[config.mk]
export PLATFORM = sky130hd
export DESIGN_NAME = decode_issue_ctrl
export DESIGN_NICKNAME = d
export VERILOG_FILES = /design/src/rtl/decode_issue_ctrl_pkg.sv /design/src/rtl/decode_issue_ctrl_inflight_counter.sv /design/src/rtl/decode_issue_ctrl.sv
export SDC_FILE = /design/constraint.sdc
export NUM_CORES = 1
export LEC_CHECK = 0
export ABC_AREA = 1
export CORE_AREA = 10 10 85 87
export CTS_CLUSTER_SIZE = 14
export DETAILED_ROUTE_END_ITERATION = 10
export DIE_AREA = 0 0 95 97
export DONT_BUFFER_PORTS = 1
export PLACE_DENSITY_LB_ADDON = 0.12
export REMOVE_ABC_BUFFERS = 1
export SETUP_SLACK_MARGIN = 0.15
export SKIP_CTS_REPAIR_TIMING = 1
export SYNTH_ARGS = -nofsm -noshare
export SYNTH_HDL_FRONTEND = slang
export SYNTH_SLANG_ARGS = --single-unit
export TNS_END_PERCENT = 20
[constraint.sdc]
create_clock -name clk -period 4.1 [get_ports clk]
set_input_delay 0.82 -clock clk [delete_from_list [all_inputs] [get_ports clk]]
set_output_delay 0.82 -clock clk [all_outputs]
set_load 0.005 [all_outputs]
[src/rtl/decode_issue_ctrl_pkg.sv]
// InsnDecodePkg: instruction classes and opcode classification for decode.
// Ports: none. Provides InsnClass, opcode constants and the classify helpers.
package InsnDecodePkg;

    localparam logic [6:0] OP_JAL    = 7'b1101111;
    localparam logic [6:0] OP_JALR   = 7'b1100111;
    localparam logic [6:0] OP_BRANCH = 7'b1100011;
    localparam logic [6:0] OP_SYSTEM = 7'b1110011;

    typedef enum logic [2:0] {
        ALU     = 3'd0,
        BRANCH  = 3'd1,
        CBRANCH = 3'd2,
        MTS     = 3'd3,
        MFS     = 3'd4
    } InsnClass;

    // Unconditional control transfer (JAL / JALR).
    function automatic logic insn_is_branch(input logic [31:0] insn);
        return (insn[6:0] == OP_JAL) || (insn[6:0] == OP_JALR);
    endfunction

    function automatic logic insn_is_cbranch(input logic [31:0] insn);
        return insn[6:0] == OP_BRANCH;
    endfunction

    // CSRRW / CSRRWI: write to special state.
    function automatic logic insn_is_mts(input logic [31:0] insn);
        return (insn[6:0] == OP_SYSTEM) && (insn[13:12] == 2'b01);
    endfunction

    // CSRRS / CSRRC and immediate forms: read of special state.
    function automatic logic insn_is_mfs(input logic [31:0] insn);
        return (insn[6:0] == OP_SYSTEM) && insn[13];
    endfunction

    function automatic InsnClass insn_classify(input logic [31:0] insn);
        InsnClass c;
        c = ALU;
        unique case (1'b1)
            insn_is_branch(insn):  c = BRANCH;
            insn_is_cbranch(insn): c = CBRANCH;
            insn_is_mts(insn):     c = MTS;
            insn_is_mfs(insn):     c = MFS;
            default:               c = ALU;
        endcase
        return c;
    endfunction

    // Special-register accesses must execute with an empty backend.
    function automatic logic class_is_serial(input InsnClass c);
        return (c == MTS) || (c == MFS);
    endfunction

    function automatic logic class_is_branch(input InsnClass c);
        return (c == BRANCH) || (c == CBRANCH);
    endfunction

endpackage

[src/rtl/decode_issue_ctrl_inflight_counter.sv]
// inflight_counter: saturating up/down count of issued, unretired instructions.
// Ports: clk, rst_n, inc (issue), dec (retire), count, full (==MAX), empty (==0).
module inflight_counter #(
    parameter int MAX = 7,
    parameter int W   = 3
) (
    input  logic         clk,
    input  logic         rst_n,
    input  logic         inc,
    input  logic         dec,
    output logic [W-1:0] count,
    output logic         full,
    output logic         empty
);

    localparam logic [W-1:0] MAX_C = W'(MAX);

    logic [W-1:0] cnt;

    // Simultaneous inc and dec cancel; both ends saturate.
    always_ff @(posedge clk or negedge rst_n) begin
        if (!rst_n) begin
            cnt <= '0;
        end else if (inc && !dec && (cnt != MAX_C)) begin
            cnt <= cnt + 1'b1;
        end else if (dec && !inc && (cnt != '0)) begin
            cnt <= cnt - 1'b1;
        end
    end

    assign count = cnt;
    assign full  = (cnt == MAX_C);
    assign empty = (cnt == '0);

endmodule

[src/rtl/decode_issue_ctrl.sv]
// decode_issue_ctrl: single-entry decode holding register with issue throttling,
// serialization of special-register accesses and branch-resolution waits.
// Ports: fetch_valid/ready/insn/pc in; issue_valid/ready/insn/pc/class out;
// retire, br_resolve, br_mispredict in; flush pulse and inflight count out.
module decode_issue_ctrl
    import InsnDecodePkg::*;
#(
    parameter int MAX_INFLIGHT = 7,
    parameter int CNT_W        = 3
) (
    input  logic             clk,
    input  logic             rst_n,
    input  logic             fetch_valid,
    input  logic [31:0]      fetch_insn,
    input  logic [31:0]      fetch_pc,
    output logic             fetch_ready,
    output logic             issue_valid,
    output logic [31:0]      issue_insn,
    output logic [31:0]      issue_pc,
    output logic [2:0]       issue_class,
    input  logic             issue_ready,
    input  logic             retire,
    input  logic             br_resolve,
    input  logic             br_mispredict,
    output logic             flush,
    output logic [CNT_W-1:0] inflight
);

    typedef enum logic [1:0] {
        RUN        = 2'd0,
        PRE_DRAIN  = 2'd1,
        BR_WAIT    = 2'd2,
        POST_DRAIN = 2'd3
    } ctrl_state_e;

    ctrl_state_e state;
    ctrl_state_e state_nxt;

    logic        held;
    logic [31:0] held_insn;
    logic [31:0] held_pc;
    InsnClass    held_class;

    logic fetch_fire;
    logic issue_fire;
    logic kill;
    logic held_serial;
    logic held_branch;
    logic cnt_full;
    logic cnt_empty;

    assign fetch_fire  = fetch_valid && fetch_ready;
    assign issue_fire  = issue_valid && issue_ready;
    assign held_serial = held && class_is_serial(held_class);
    assign held_branch = held && class_is_branch(held_class);

    // Wrong-path redirect: the held entry belongs to the mispredicted path.
    assign kill = (state == BR_WAIT) && br_resolve && br_mispredict;

    inflight_counter #(
        .MAX (MAX_INFLIGHT),
        .W   (CNT_W)
    ) u_inflight (
        .clk   (clk),
        .rst_n (rst_n),
        .inc   (issue_fire),
        .dec   (retire),
        .count (inflight),
        .full  (cnt_full),
        .empty (cnt_empty)
    );

    always_ff @(posedge clk or negedge rst_n) begin
        if (!rst_n) begin
            state <= RUN;
        end else begin
            state <= state_nxt;
        end
    end

    always_comb begin
        state_nxt = state;
        unique case (state)
            RUN: begin
                if (held_serial) begin
                    state_nxt = PRE_DRAIN;
                end else if (issue_fire && held_branch) begin
                    state_nxt = BR_WAIT;
                end
            end
            PRE_DRAIN: begin
                if (issue_fire) begin
                    state_nxt = POST_DRAIN;
                end
            end
            BR_WAIT: begin
                if (br_resolve) begin
                    state_nxt = RUN;
                end
            end
            POST_DRAIN: begin
                if (cnt_empty) begin
                    state_nxt = RUN;
                end
            end
            default: state_nxt = RUN;
        endcase
    end

    always_comb begin
        issue_valid = 1'b0;
        fetch_ready = 1'b0;
        unique case (state)
            RUN: begin
                issue_valid = held && !held_serial && !cnt_full;
                fetch_ready = !held || (issue_valid && issue_ready);
            end
            PRE_DRAIN: begin
                issue_valid = held && cnt_empty;
            end
            BR_WAIT: begin
                // Refill allowed, issue blocked until resolve.
                fetch_ready = !held;
            end
            POST_DRAIN: begin
                issue_valid = 1'b0;
            end
            default: begin
                issue_valid = 1'b0;
            end
        endcase
        fetch_ready = fetch_ready && !flush && rst_n;
    end

    // Kill wins over a same-cycle refill so no wrong-path opcode survives.
    always_ff @(posedge clk or negedge rst_n) begin
        if (!rst_n) begin
            held       <= 1'b0;
            held_insn  <= '0;
            held_pc    <= '0;
            held_class <= ALU;
        end else if (kill) begin
            held <= 1'b0;
        end else if (fetch_fire) begin
            held       <= 1'b1;
            held_insn  <= fetch_insn;
            held_pc    <= fetch_pc;
            held_class <= insn_classify(fetch_insn);
        end else if (issue_fire) begin
            held <= 1'b0;
        end
    end

    always_ff @(posedge clk or negedge rst_n) begin
        if (!rst_n) begin
            flush <= 1'b0;
        end else begin
            flush <= kill;
        end
    end

    assign issue_insn  = held_insn;
    assign issue_pc    = held_pc;
    assign issue_class = held_class;

endmodule

======== Yosys cells after proc, flatten, opt, wreduce, memory -nomap -nowiden ========
Index checks and enable logic that the tools add are counted.
W data, S select, Z words.
cells by class
  mux-type cells .......................... 14
  eq/ne operators ......................... 18
  reduce and logical (&&, ||, !) cells .... 36
  bitwise logic cells ..................... 1
  add/subtract/negate cells ............... 2
operators with widths
  operator               number
  $eq A7 B7 Y1 const B   4
  $logic_and A1 B1 Y1    19
  $pmux W3 S4            1
  $mux W2                5
  $pmux W2 S4            1
  $eq A3 B2 Y1 const B   2
  $eq A3 B3 Y1 const B   2
  $logic_not A1 Y1       6
  $mux W3                2
  $ne A2 B2 Y1 const B   3
  $ne A3 B3 Y1 const B   2
  $reduce_bool A3 Y1     2
  $eq A2 B1 Y1 const B   2
  $eq A2 B2 Y1 const B   2
  $logic_or A1 B1 Y1     4
  $pmux W1 S2            2
  $reduce_and A4 Y1      1
  $add A3 B1 Y3 const B  1
  $eq A3 B1 Y1 const B   1
  $logic_not A3 Y1       1
  $mux W1                3
  $sub A3 B1 Y3 const B  1
  $logic_not A2 Y1       1
  $reduce_and A2 Y1      1
  2 further kinds        2
storage, ports and cells
  register bits ........................... 74

======== Depth between registers and ports, before layout ========
Gate-level depths: netlist (run 1).
  depth in word-level cells ............... 14
  mapped depth ............................ 12
  depth with buffers taken out ............ 12

======== Hierarchy ========
Synthesis (run 1) repeated with hierarchy kept, for this count alone.
second synthesis, totals
  cells, all modules ...................... 404
  area total of the unflattened synthesis .. 3340.7 µm²
modules (own cells, without submodules)
  module             instances  cells each  seq. area each (µm²)  area an instance (µm²)
  decode_issue_ctrl  1          372         1776.7                3133.0
  inflight_counter   1          32          75.1                  207.7

======== Least setup slack after synthesis (run 1) ========
OpenSTA, ideal clock, no wires.
  path kind ............................... input -> output
  start point ............................. in rst_n
  end point ............................... out fetch_ready
  data required time ...................... 3.280 ns
  path buffers ............................ 1
  stages on the path ...................... 4
  arrival ................................. 1.504 ns
  path slack .............................. 1.776 ns
  cells stage by stage .................... inv_1 nor2_1 clkbuf_1 and2_1
on the way
  longest elaborated chain between the ends .. 1
RTL lines
  item                 line                      text
  start: declaration   decode_issue_ctrl.sv:12   input logic rst_n,
  $logic_and A1 B1 Y1  decode_issue_ctrl.sv:132  fetch_ready = fetch_ready && !flush && rst_n;
  end: declaration     decode_issue_ctrl.sv:16   output logic fetch_ready,
No other way between the ends.

======== Worst setup path in the final report (run 1) ========
Same ends and word-level chain as after synthesis.

==> results of run 1 <==
==> metrics by stage <==
stage	total power [W]	setup TNS [ps]	setup slack, ps	hold WS (ps)
2_1_floorplan	0.001733	-84850	-1248	465.4
3_3_place_gp	0.001957	0	1595	492.8
3_5_place_dp	0.001994	0	1569	500.0
4_1_cts	0.002534	0	1566	156.4
5_1_grt	0.002694	0	1494	144.4
6_report	0.002505	0	1585	172.0
==> report_power, final <==
part / total [W] / leakage, nW / switching, W / internal (W)
clock network: 0.000544 / 0.0893 / 0.000264 / 0.000280
registers: 0.00136 / 0.926 / 0.000315 / 0.00105
logic: 0.000597 / 0.829 / 0.000396 / 0.000202
total: 0.00251 / 1.84 / 0.000975 / 0.00153
==> logic make-up after synthesis <==
group	count (synthesis)
AO/OA/AOI/OAI	7
adder cells (fa/ha/maj)	1
buffers and inverters	43
flip-flops	74
AND/OR/NAND/NOR	264
==> layer usage <==
metal  vias up  track usage, %
li1       1267               -
met1      1227           21.86
met2       107           28.57
met3        14           8.867
met4         0           6.522
met5         -               0
==> state kept, by name (all words and copies together), names as in the netlist <==
register and count:
state 2, flush 1, issue_class 3, issue_insn 32, u_inflight.count 3, held 1
issue_pc 32
==> layout by cell type (no fill, tap or decap), types with 5 or more instances in the layout <==
cell	Yosys	layout
nor2_1	12	10
buf_4	0	5
nand4_1	69	69
inv_1	15	15
nand2_1	173	173
dfrtp_1	74	74
clkbuf_8	0	9
nand3_1	7	6
==> how the worst min path moves through the flow <==
stage | startpoint | to | cells after the start
2_1_floorplan | issue_insn[0] | issue_insn[0] | 2
3_3_place_gp | issue_pc[18] | issue_pc[18] | 2
3_5_place_dp | issue_insn[13] | issue_insn[13] | 2
4_1_cts | rst_n | issue_pc[21] | 0
5_1_grt | rst_n | issue_insn[10] | 0
6_report | rst_n | state[0] | 0
==> area by class of cell <==
cell class	count	area share, %
sequential	74	53.03
multi-input combinational	272	36.37
clock buffer	11	3.762
tap	72	2.580
inverter	15	1.612
clock inverter	5	1.576
timing repair buffer	5	1.075
==> run summary, run 1 <==
Largest net degree at the start of global routing -> 76
Critical path type -> in -> out
Met3 WL -> 1118 um
Synth Flop Type -> dfrtp_1
Slew @ Worst Pin -> 727.7 ps
CP Launch Type -> input pin
R2R cell count -> 7
VDD IR max -> 0.3378 mV
Metal-1 WL -> 3260 um
Multi-input logic area -> 0.001270 mm^2
Design area -> 0.003492 mm^2
Ys Warns -> 0
Post-synth EDFFs -> 0
Largest family of logic cells by synthesized area -> simple AND/OR/NAND/NOR gates
Top area cells in the synthesized netlist -> dfrtp_1 57%, nand2_1 20%, nand4_1 13%
Hold Vio Cnt, Final -> 0
Initial antenna violation count -> 0
R2R Path Start -> state[0]
TritonRoute pass-1 iters -> 4
Total grt overflow -> 0
Detailed-route via count -> 2615
Worst path arrival time -> 1690 ps
Synth cell count leaders -> 173 x nand2_1, 74 x dfrtp_1, 69 x nand4_1
CP max FO -> 75
Most common cell in the netlist -> nand2_1
R2r endpoint -> issue_insn[6]
Synth cell types -> 16
Peak Freq -> 397.7 MHz
Die area -> 0.009215 mm^2
Setup crit end -> fetch_ready
Finished Layout Cells -> 454
First-pass GRT wire length -> 13710 um
Die Wd -> 95 um
Dpl cell area -> 0.003306 mm^2
Clock buffer depth -> 2
Routed wire per std cell -> 19.51 um
Final core occ -> 63.81%
Metal2 WL -> 4330 um
Simple-Gate Fraction of Synth Area -> 36.03%
CP Launch Point -> rst_n
CORE AREA -> 0.005473 mm^2
Mux cell area share after synthesis -> 0%
Number of cell rows -> 27
Area grow syn2layout -> 6.853%
Mapped Area -> 0.003268 mm^2
#FFs+latches synth -> 74
Sequential cell area -> 0.001852 mm^2
Synth top area share -> 56.66%
CP top delay family -> simple AND/OR/NAND/NOR gates
Hpwl dp -> 6202 um
Yosys top cell by area -> dfrtp_1
Max-slew headroom -> 51.37%
Critical path's largest stage delay -> 550 ps
Clk_lat worst skew -> 340 ps
Critical path depth -> 3
# clock sinks -> 74
Number of maximum-capacitance violations -> 0
Vias in the first global route -> 2516
Synth Area in Compound Gates -> 1.378%
Routed Antenna Nets -> 0
Outcome -> finished, final reports clean
CP endpoint kind -> output port
DR top layer -> met4
Async SR Flop Fraction -> 100.0%
H-tree depth -> 3
Setup-failing EPs final -> 0
RSZ-0062 raised after global routing -> no
Inserted Diodes -> 0
CTS tree -> built
Critical path cell sequence -> inv_1 -> nor2_4 -> and2_1
Slowest stage cell on the critical path -> nor2_4
Vias/cell -> 5.760
Buf+Inv Stages, Crit Path -> 1
Post-Route WL -> 8858 um
Syn Area/Cell -> 8.401 um^2
Placed instance count -> 438
CP Data Required Time -> 3280 ps
Leak -> 1.843 nW
Total track usage -> 18.52%
Post-Synth XOR/XNOR Area -> 0%
Die height -> 97 um
Layout cells sized above 1 -> 6.021%
Drt initial violations -> 195
Initial Util -> 59.72%
Count of input and output buffers -> 0
Power per standard cell area -> 717.4 mW/mm^2
CTS root buf -> clkbuf_8
Filler cell count in the final layout -> 511
Post-synthesis sequential area ratio -> 56.66%
Final Cycle Share -> 61.33%
Crit path time final -> 2515 ps
Mapped Cells -> 389
Slew Viols, Final -> 0
Clock-pin slew on the worst setup and hold paths -> 70 ps
Final nets -> 449
CTS buffer count -> 9
RD Place Congestion -> 0.7895
Ports -> 144
Clock Skews -> 5.916 ps
DR DRC count -> 0
Post-Synth Adder-Cell Area -> 0.6126%
Worst hold path type -> in -> async
Internal reg-to-reg setup slack -> 1910 ps
No activity file was read; power rests on OpenSTA's default activity.
==> inputs of run 2 (changes only) <==
--- a/config.mk
+++ b/config.mk
@@ -6,10 +6,10 @@
 export NUM_CORES = 1
 export LEC_CHECK = 0
 export ABC_AREA = 1
-export CORE_AREA = 10 10 85 87
+export CORE_AREA = 10 10 88 90
 export CTS_CLUSTER_SIZE = 14
 export DETAILED_ROUTE_END_ITERATION = 10
-export DIE_AREA = 0 0 95 97
+export DIE_AREA = 0 0 98 100
 export DONT_BUFFER_PORTS = 1
 export PLACE_DENSITY_LB_ADDON = 0.12
 export REMOVE_ABC_BUFFERS = 1
==> constraint.sdc (replaced) <==
create_clock -name clk -period 2.3 [get_ports clk]
set_input_delay 0.46 -clock clk [delete_from_list [all_inputs] [get_ports clk]]
set_output_delay 0.46 -clock clk [all_outputs]
set_load 0.005 [all_outputs]
==> run 2 against run 1 <==
  * The flow now finishes with violations (hold timing)
  * Non-clock buffer count grew 6
  * Clock skew grew 9.0 ps
  * Largest cell class unchanged
  * Clock power increased by 100%
  * Cell area increased by 2.9%
  * Register-to-register slack worse by 1500 ps
==> run summary, run 2 (same netlist as run 1, synthesis figures left out) <==
Final Cycle Share -> 88.21%
Inserted Diodes -> 0 (unchanged)
Ports -> 144 (unchanged)
# clock sinks -> 74 (unchanged)
Worst hold path type -> in -> async (unchanged)
Hold slack -> -176.6 ps (was 172.0 ps)
Power per standard cell area -> 1296 mW/mm^2 (was 717.4 mW/mm^2)
CP Data Required Time -> 1840 ps (was 3280 ps)
Layout cells sized above 1 -> 8.269% (was 6.021%)
Peak Freq -> 492.9 MHz
Final worst setup slack -> 271.1 ps (was 1585 ps)
Post-Route WL -> 8786 um (was 8858 um)
RSZ-0062 raised after global routing -> no (unchanged)
CP Launch Type -> flip-flop (was input pin)
Die area -> 0.009800 mm^2 (was 0.009215 mm^2)
Slew Viols, Final -> 0 (unchanged)
CORE AREA -> 0.006132 mm^2 (was 0.005473 mm^2)
Vias/cell -> 5.666 (was 5.760)
Failing checks -> hold timing
Critical path cell sequence -> nor2_1 -> nand2_1 -> nor2_1 -> nand2_1 -> o22ai_4 -> and2_1 (was inv_1 -> nor2_4 -> and2_1)
R2r endpoint -> u_inflight.count[2] (was issue_insn[6])
Drt initial violations -> 193 (was 195)
Hold Vio Cnt, Final -> 74 (was 0)
CTS root buf -> clkbuf_8 (unchanged)
CP max FO -> 6 (was 75)
Critical path's largest stage delay -> 460 ps (was 550 ps)
Largest net degree at the start of global routing -> 76 (unchanged)
Count of input and output buffers -> 0 (unchanged)
TritonRoute pass-1 iters -> 4 (unchanged)
R2R Path Start -> state[0] (unchanged)
Die Wd -> 98 um (was 95 um)
Initial antenna violation count -> 0 (unchanged)
Most common cell after layout, fill and taps aside -> nand2_1 (unchanged)
Worst path arrival time -> 1570 ps (was 1690 ps)
Outcome -> finished with violations (was finished, final reports clean)
Vias in the first global route -> 2500 (was 2516)
Die height -> 100 um (was 97 um)
First-pass GRT wire length -> 13880 um (was 13710 um)
Total power -> 0.004655 W (was 0.002505 W)
RD Place Congestion -> 0.8048 (was 0.7895)
DR DRC count -> 0 (unchanged)
Area grow syn2layout -> 9.916% (was 6.853%)
CP Launch Point -> state[0] (was rst_n)
Post-placement worst setup slack -> 329.0 ps (was 1569 ps)
VDD IR max -> 0.6511 mV (was 0.3378 mV)
Number of cell rows -> 29 (was 27)
Routed wire per std cell -> 18.94 um (was 19.51 um)
Leak -> 1.900 nW (was 1.843 nW)
Number of maximum-capacitance violations -> 0 (unchanged)
Clock-pin slew on the worst setup and hold paths -> 80 ps (was 70 ps)
Most frequent cells in the layout -> 173 x nand2_1, 73 x dfrtp_1, 69 x nand4_1, 15 x inv_1 (was 173 x nand2_1, 74 x dfrtp_1, 69 x nand4_1, 15 x inv_1, 10 x nor2_1)
Max-slew headroom -> 75.38% (was 51.37%)
CP endpoint kind -> output port (unchanged)
Total track usage -> 17.26% (was 18.52%)
Internal reg-to-reg setup slack -> 370 ps (was 1910 ps)
H-tree depth -> 3 (unchanged)
Crit path time final -> 2029 ps
Detailed-route via count -> 2629 (was 2615)
Slew @ Worst Pin -> 369.2 ps (was 727.7 ps)
CTS tree -> built (unchanged)
CTS buffer count -> 9 (unchanged)
Clock Skews -> 14.90 ps (was 5.916 ps)
Total grt overflow -> 0 (unchanged)
Initial Util -> 53.30% (was 59.72%)
Clk_lat worst skew -> 330 ps (was 340 ps)
R2R cell count -> 11 (was 7)
Final nets -> 455 (was 449)
Hpwl dp -> 6104 um (was 6202 um)
Clock buffer depth -> 2 (unchanged)
Setup-failing EPs final -> 0 (unchanged)
Slowest stage cell on the critical path -> dfrtp_2 (was nor2_4)
Routed Antenna Nets -> 0 (unchanged)
Setup crit end -> fetch_ready (unchanged)
Critical path type -> reg -> out (was in -> out)
==> run 2: per-stage QoR <==
step           utilization [%]  hold slack [ps]  area [um^2]  std cells  TNS [ps]
6_report                 58.58           -176.6         3592        464         0
5_1_grt                  58.58           -211.6         3592        464         0
4_1_cts                  58.11           -207.5         3563        461         0
3_5_place_dp             54.58            167.3         3347        446         0
3_3_place_gp             54.58            167.5         3347        446         0
2_1_floorplan                -            164.4         3151        361   -184100
==> run 2: how the worst min path moves through the flow <==
stage / slack [ps] / to / startpoint
after detailed placement: 170 / flush / rst_n
after CTS: -210 / issue_pc[13] / rst_n
after global routing: -210 / issue_pc[2] / rst_n
final: -180 / issue_insn[10] / rst_n
after floorplan: 160 / flush / rst_n
after global placement: 170 / flush / rst_n
==> run 2: critical path: cells and delay by family (launching register included) <==
family | cells | cell delay (ps)
DFF | 1 | 460
and+or+nand+nor | 5 | 600
AOI/OAI and AO/OA | 1 | 180
==> run 2: layout make-up <==
type / instances / area (um^2)
tap: 77 / 96.34
multi-input combinational: 272 / 1275
fill: 554 / 2540
sequential: 74 / 1853
clock inverter: 5 / 78.83
clock buffer: 10 / 137.6
timing repair buffer: 11 / 95.09
inverter: 15 / 56.30
==> run 2: metal layers <==
metal | wire length [um] | global-route usage [%]
met3 | 839 | 7.830
met2 | 4250 | 26.19
met4 | 47 | 6.376
met5 | 0 | 0
met1 | 3648 | 21.15
==> run 2: power by group <==
part / switching (W) / total (W) / internal (W)
Combinational: 0.000713 / 0.00114 / 0.000427
Sequential: 0.000554 / 0.00243 / 0.00187
Clock: 0.000457 / 0.00109 / 0.000633
==> inputs of run 3 (changes only) <==
--- a/config.mk
+++ b/config.mk
@@ -15,6 +15,7 @@
 export REMOVE_ABC_BUFFERS = 1
 export SETUP_SLACK_MARGIN = 0.15
 export SKIP_CTS_REPAIR_TIMING = 1
+export SKIP_LAST_GASP = 1
 export SYNTH_ARGS = -nofsm -noshare
 export SYNTH_HDL_FRONTEND = slang
 export SYNTH_SLANG_ARGS = --single-unit
==> constraint.sdc (replaced) <==
create_clock -name clk -period 2.3 [get_ports clk]
set_input_delay 0.46 -clock clk [delete_from_list [all_inputs] [get_ports clk]]
set_output_delay 0.46 -clock clk [all_outputs]
set_load 0.02 [all_outputs]
==> run 3 against run 2 <==
  * The flow still finishes with violations (hold timing)
  * Sequential cell count stayed put
  * Register-to-register slack better by 20 ps
  * Critical path depth stayed put
  * Total power is 14% higher
  * First-iteration DRC count is 18% lower
==> run summary, run 3 (same netlist as run 1, synthesis figures left out) <==
Outcome -> finished with violations (unchanged)
Failing checks -> hold timing (unchanged)
Total power -> 0.005305 W (was 0.004655 W)
Placed instance count -> 448 (was 446)
Number of cell rows -> 29 (unchanged)
Inserted Diodes -> 0 (unchanged)
Setup crit end -> fetch_ready (unchanged)
Routed Antenna Nets -> 0 (unchanged)
Post-placement worst setup slack -> 318.9 ps (was 329.0 ps)
Largest net degree at the start of global routing -> 76 (unchanged)
Post-Route WL -> 8785 um (was 8786 um)
Worst hold path type -> in -> async (unchanged)
Slew @ Worst Pin -> 462.6 ps (was 369.2 ps)
Die area -> 0.009800 mm^2 (unchanged)
DR DRC count -> 0 (unchanged)
Final core occ -> 58.31% (was 58.58%)
CTS root buf -> clkbuf_8 (unchanged)
R2r endpoint -> u_inflight.count[2] (unchanged)
CP Launch Point -> u_inflight.count[1] (was state[0])
Total grt overflow -> 0 (unchanged)
CTS tree -> built (unchanged)
# clock sinks -> 74 (unchanged)
Crit path time final -> 2087 ps (was 2029 ps)
Max-slew headroom -> 69.16% (was 75.38%)
Critical path type -> reg -> out (unchanged)
Drt initial violations -> 159 (was 193)
Die height -> 100 um (unchanged)
Hold slack -> -192.0 ps (was -176.6 ps)
Final worst setup slack -> 212.7 ps (was 271.1 ps)
Detailed-route via count -> 2645 (was 2629)
Vias in the first global route -> 2549 (was 2500)
Internal reg-to-reg setup slack -> 390 ps (was 370 ps)
Routed wire per std cell -> 18.93 um (was 18.94 um)
CP max FO -> 5 (was 6)
Most common cell after layout, fill and taps aside -> nand2_1 (unchanged)
Ports -> 144 (unchanged)
CORE AREA -> 0.006132 mm^2 (unchanged)
First-pass GRT wire length -> 13930 um (was 13880 um)
CP Launch Type -> flip-flop (unchanged)
Setup-failing EPs final -> 0 (unchanged)
Clock Skews -> 11.85 ps (was 14.90 ps)
Leak -> 1.891 nW (was 1.900 nW)
R2R cell count -> 9 (was 11)
Peak Freq -> 479.1 MHz (was 492.9 MHz)
Clock buffer depth -> 2 (unchanged)
Clock-pin slew on the worst setup and hold paths -> 80 ps (about the same)
Initial Util -> 53.30% (unchanged)
Number of maximum-capacitance violations -> 0 (unchanged)
Finished Layout Cells -> 464 (unchanged)
TritonRoute pass-1 iters -> 4 (unchanged)
H-tree depth -> 3 (unchanged)
VDD IR max -> 0.7402 mV (was 0.6511 mV)
Count of input and output buffers -> 0 (unchanged)
Final Cycle Share -> 90.75% (was 88.21%)
Die Wd -> 98 um (unchanged)
Power per standard cell area -> 1484 mW/mm^2 (was 1296 mW/mm^2)
Final nets -> 454 (was 455)
Vias/cell -> 5.700 (was 5.666)
Most frequent cells in the layout -> 173 x nand2_1, 74 x dfrtp_1, 69 x nand4_1, 15 x inv_1 (was 173 x nand2_1, 73 x dfrtp_1, 69 x nand4_1, 15 x inv_1)
Initial antenna violation count -> 0 (unchanged)
Total track usage -> 17.49% (was 17.26%)
Clk_lat worst skew -> 340 ps (was 330 ps)
RD Place Congestion -> 0.8088 (was 0.8048)
RSZ-0062 raised after global routing -> yes (was no)
Hpwl dp -> 6186 um (was 6104 um)
R2R Path Start -> u_inflight.count[1] (was state[0])
Area grow syn2layout -> 9.418% (was 9.916%)
CP endpoint kind -> output port (unchanged)
Worst path arrival time -> 1630 ps (was 1570 ps)
CTS buffer count -> 9 (unchanged)
Slew Viols, Final -> 0 (unchanged)
Layout cells sized above 1 -> 8.010% (was 8.269%)
Hold Vio Cnt, Final -> 74 (unchanged)
CP Data Required Time -> 1840 ps (about the same)
run 3: area by class of cell:
class                           instances  area [um^2]
Clock buffer                           11        141.4
Clock inverter                          5        77.57
Fill cell                             573         2556
Inverter                               15        56.30
Multi-Input combinational cell        272         1277
Sequential cell                        74         1852
Tap cell                               77        96.34
Timing Repair Buffer                   10        75.07
run 3: power breakdown:
part,internal (W),switching (W),total [W]
clock network,0.000637,0.000470,0.00111
logic,0.000404,0.000751,0.00115
registers,0.00186,0.00118,0.00304
run 3: routing by layer:
layer / wire length (um) / part of all wire (%) / up-vias / GRT usage (%)
met4: 187 / 2.1 / 0 / 8.949
met5: 0 / 0 / - / 0
li1: - / - / 1278 / -
met3: 1058 / 12 / 15 / 8.242
met2: 4046 / 46 / 129 / 25.58
met1: 3493 / 40 / 1223 / 21.10
run 3: worst min path at each step:
stage | cells past startpoint | start | endpoint
2_1_floorplan | 0 | rst_n | flush
3_3_place_gp | 0 | rst_n | state[1]
3_5_place_dp | 0 | rst_n | state[1]
4_1_cts | 0 | rst_n | issue_insn[25]
5_1_grt | 0 | rst_n | issue_insn[3]
6_report | 0 | rst_n | issue_insn[2]
run 3: per-stage QoR:
step	setup TNS [ps]	area (um^2)	hold slack, ps
2_1_floorplan	-184210	3151	164.4
3_3_place_gp	0	3349	167.3
3_5_place_dp	0	3349	167.1
4_1_cts	0	3568	-210.7
5_1_grt	0	3576	-213.9
6_report	0	3576	-192.0
run 3: worst max-delay path, stage by stage, from the launching register on:
cell and delay [ps]:
dfrtp_1 520, nand2_1 110, nor2_1 50, nor2_1 90, nand2_1 110, o22ai_4 180, and2_4 230
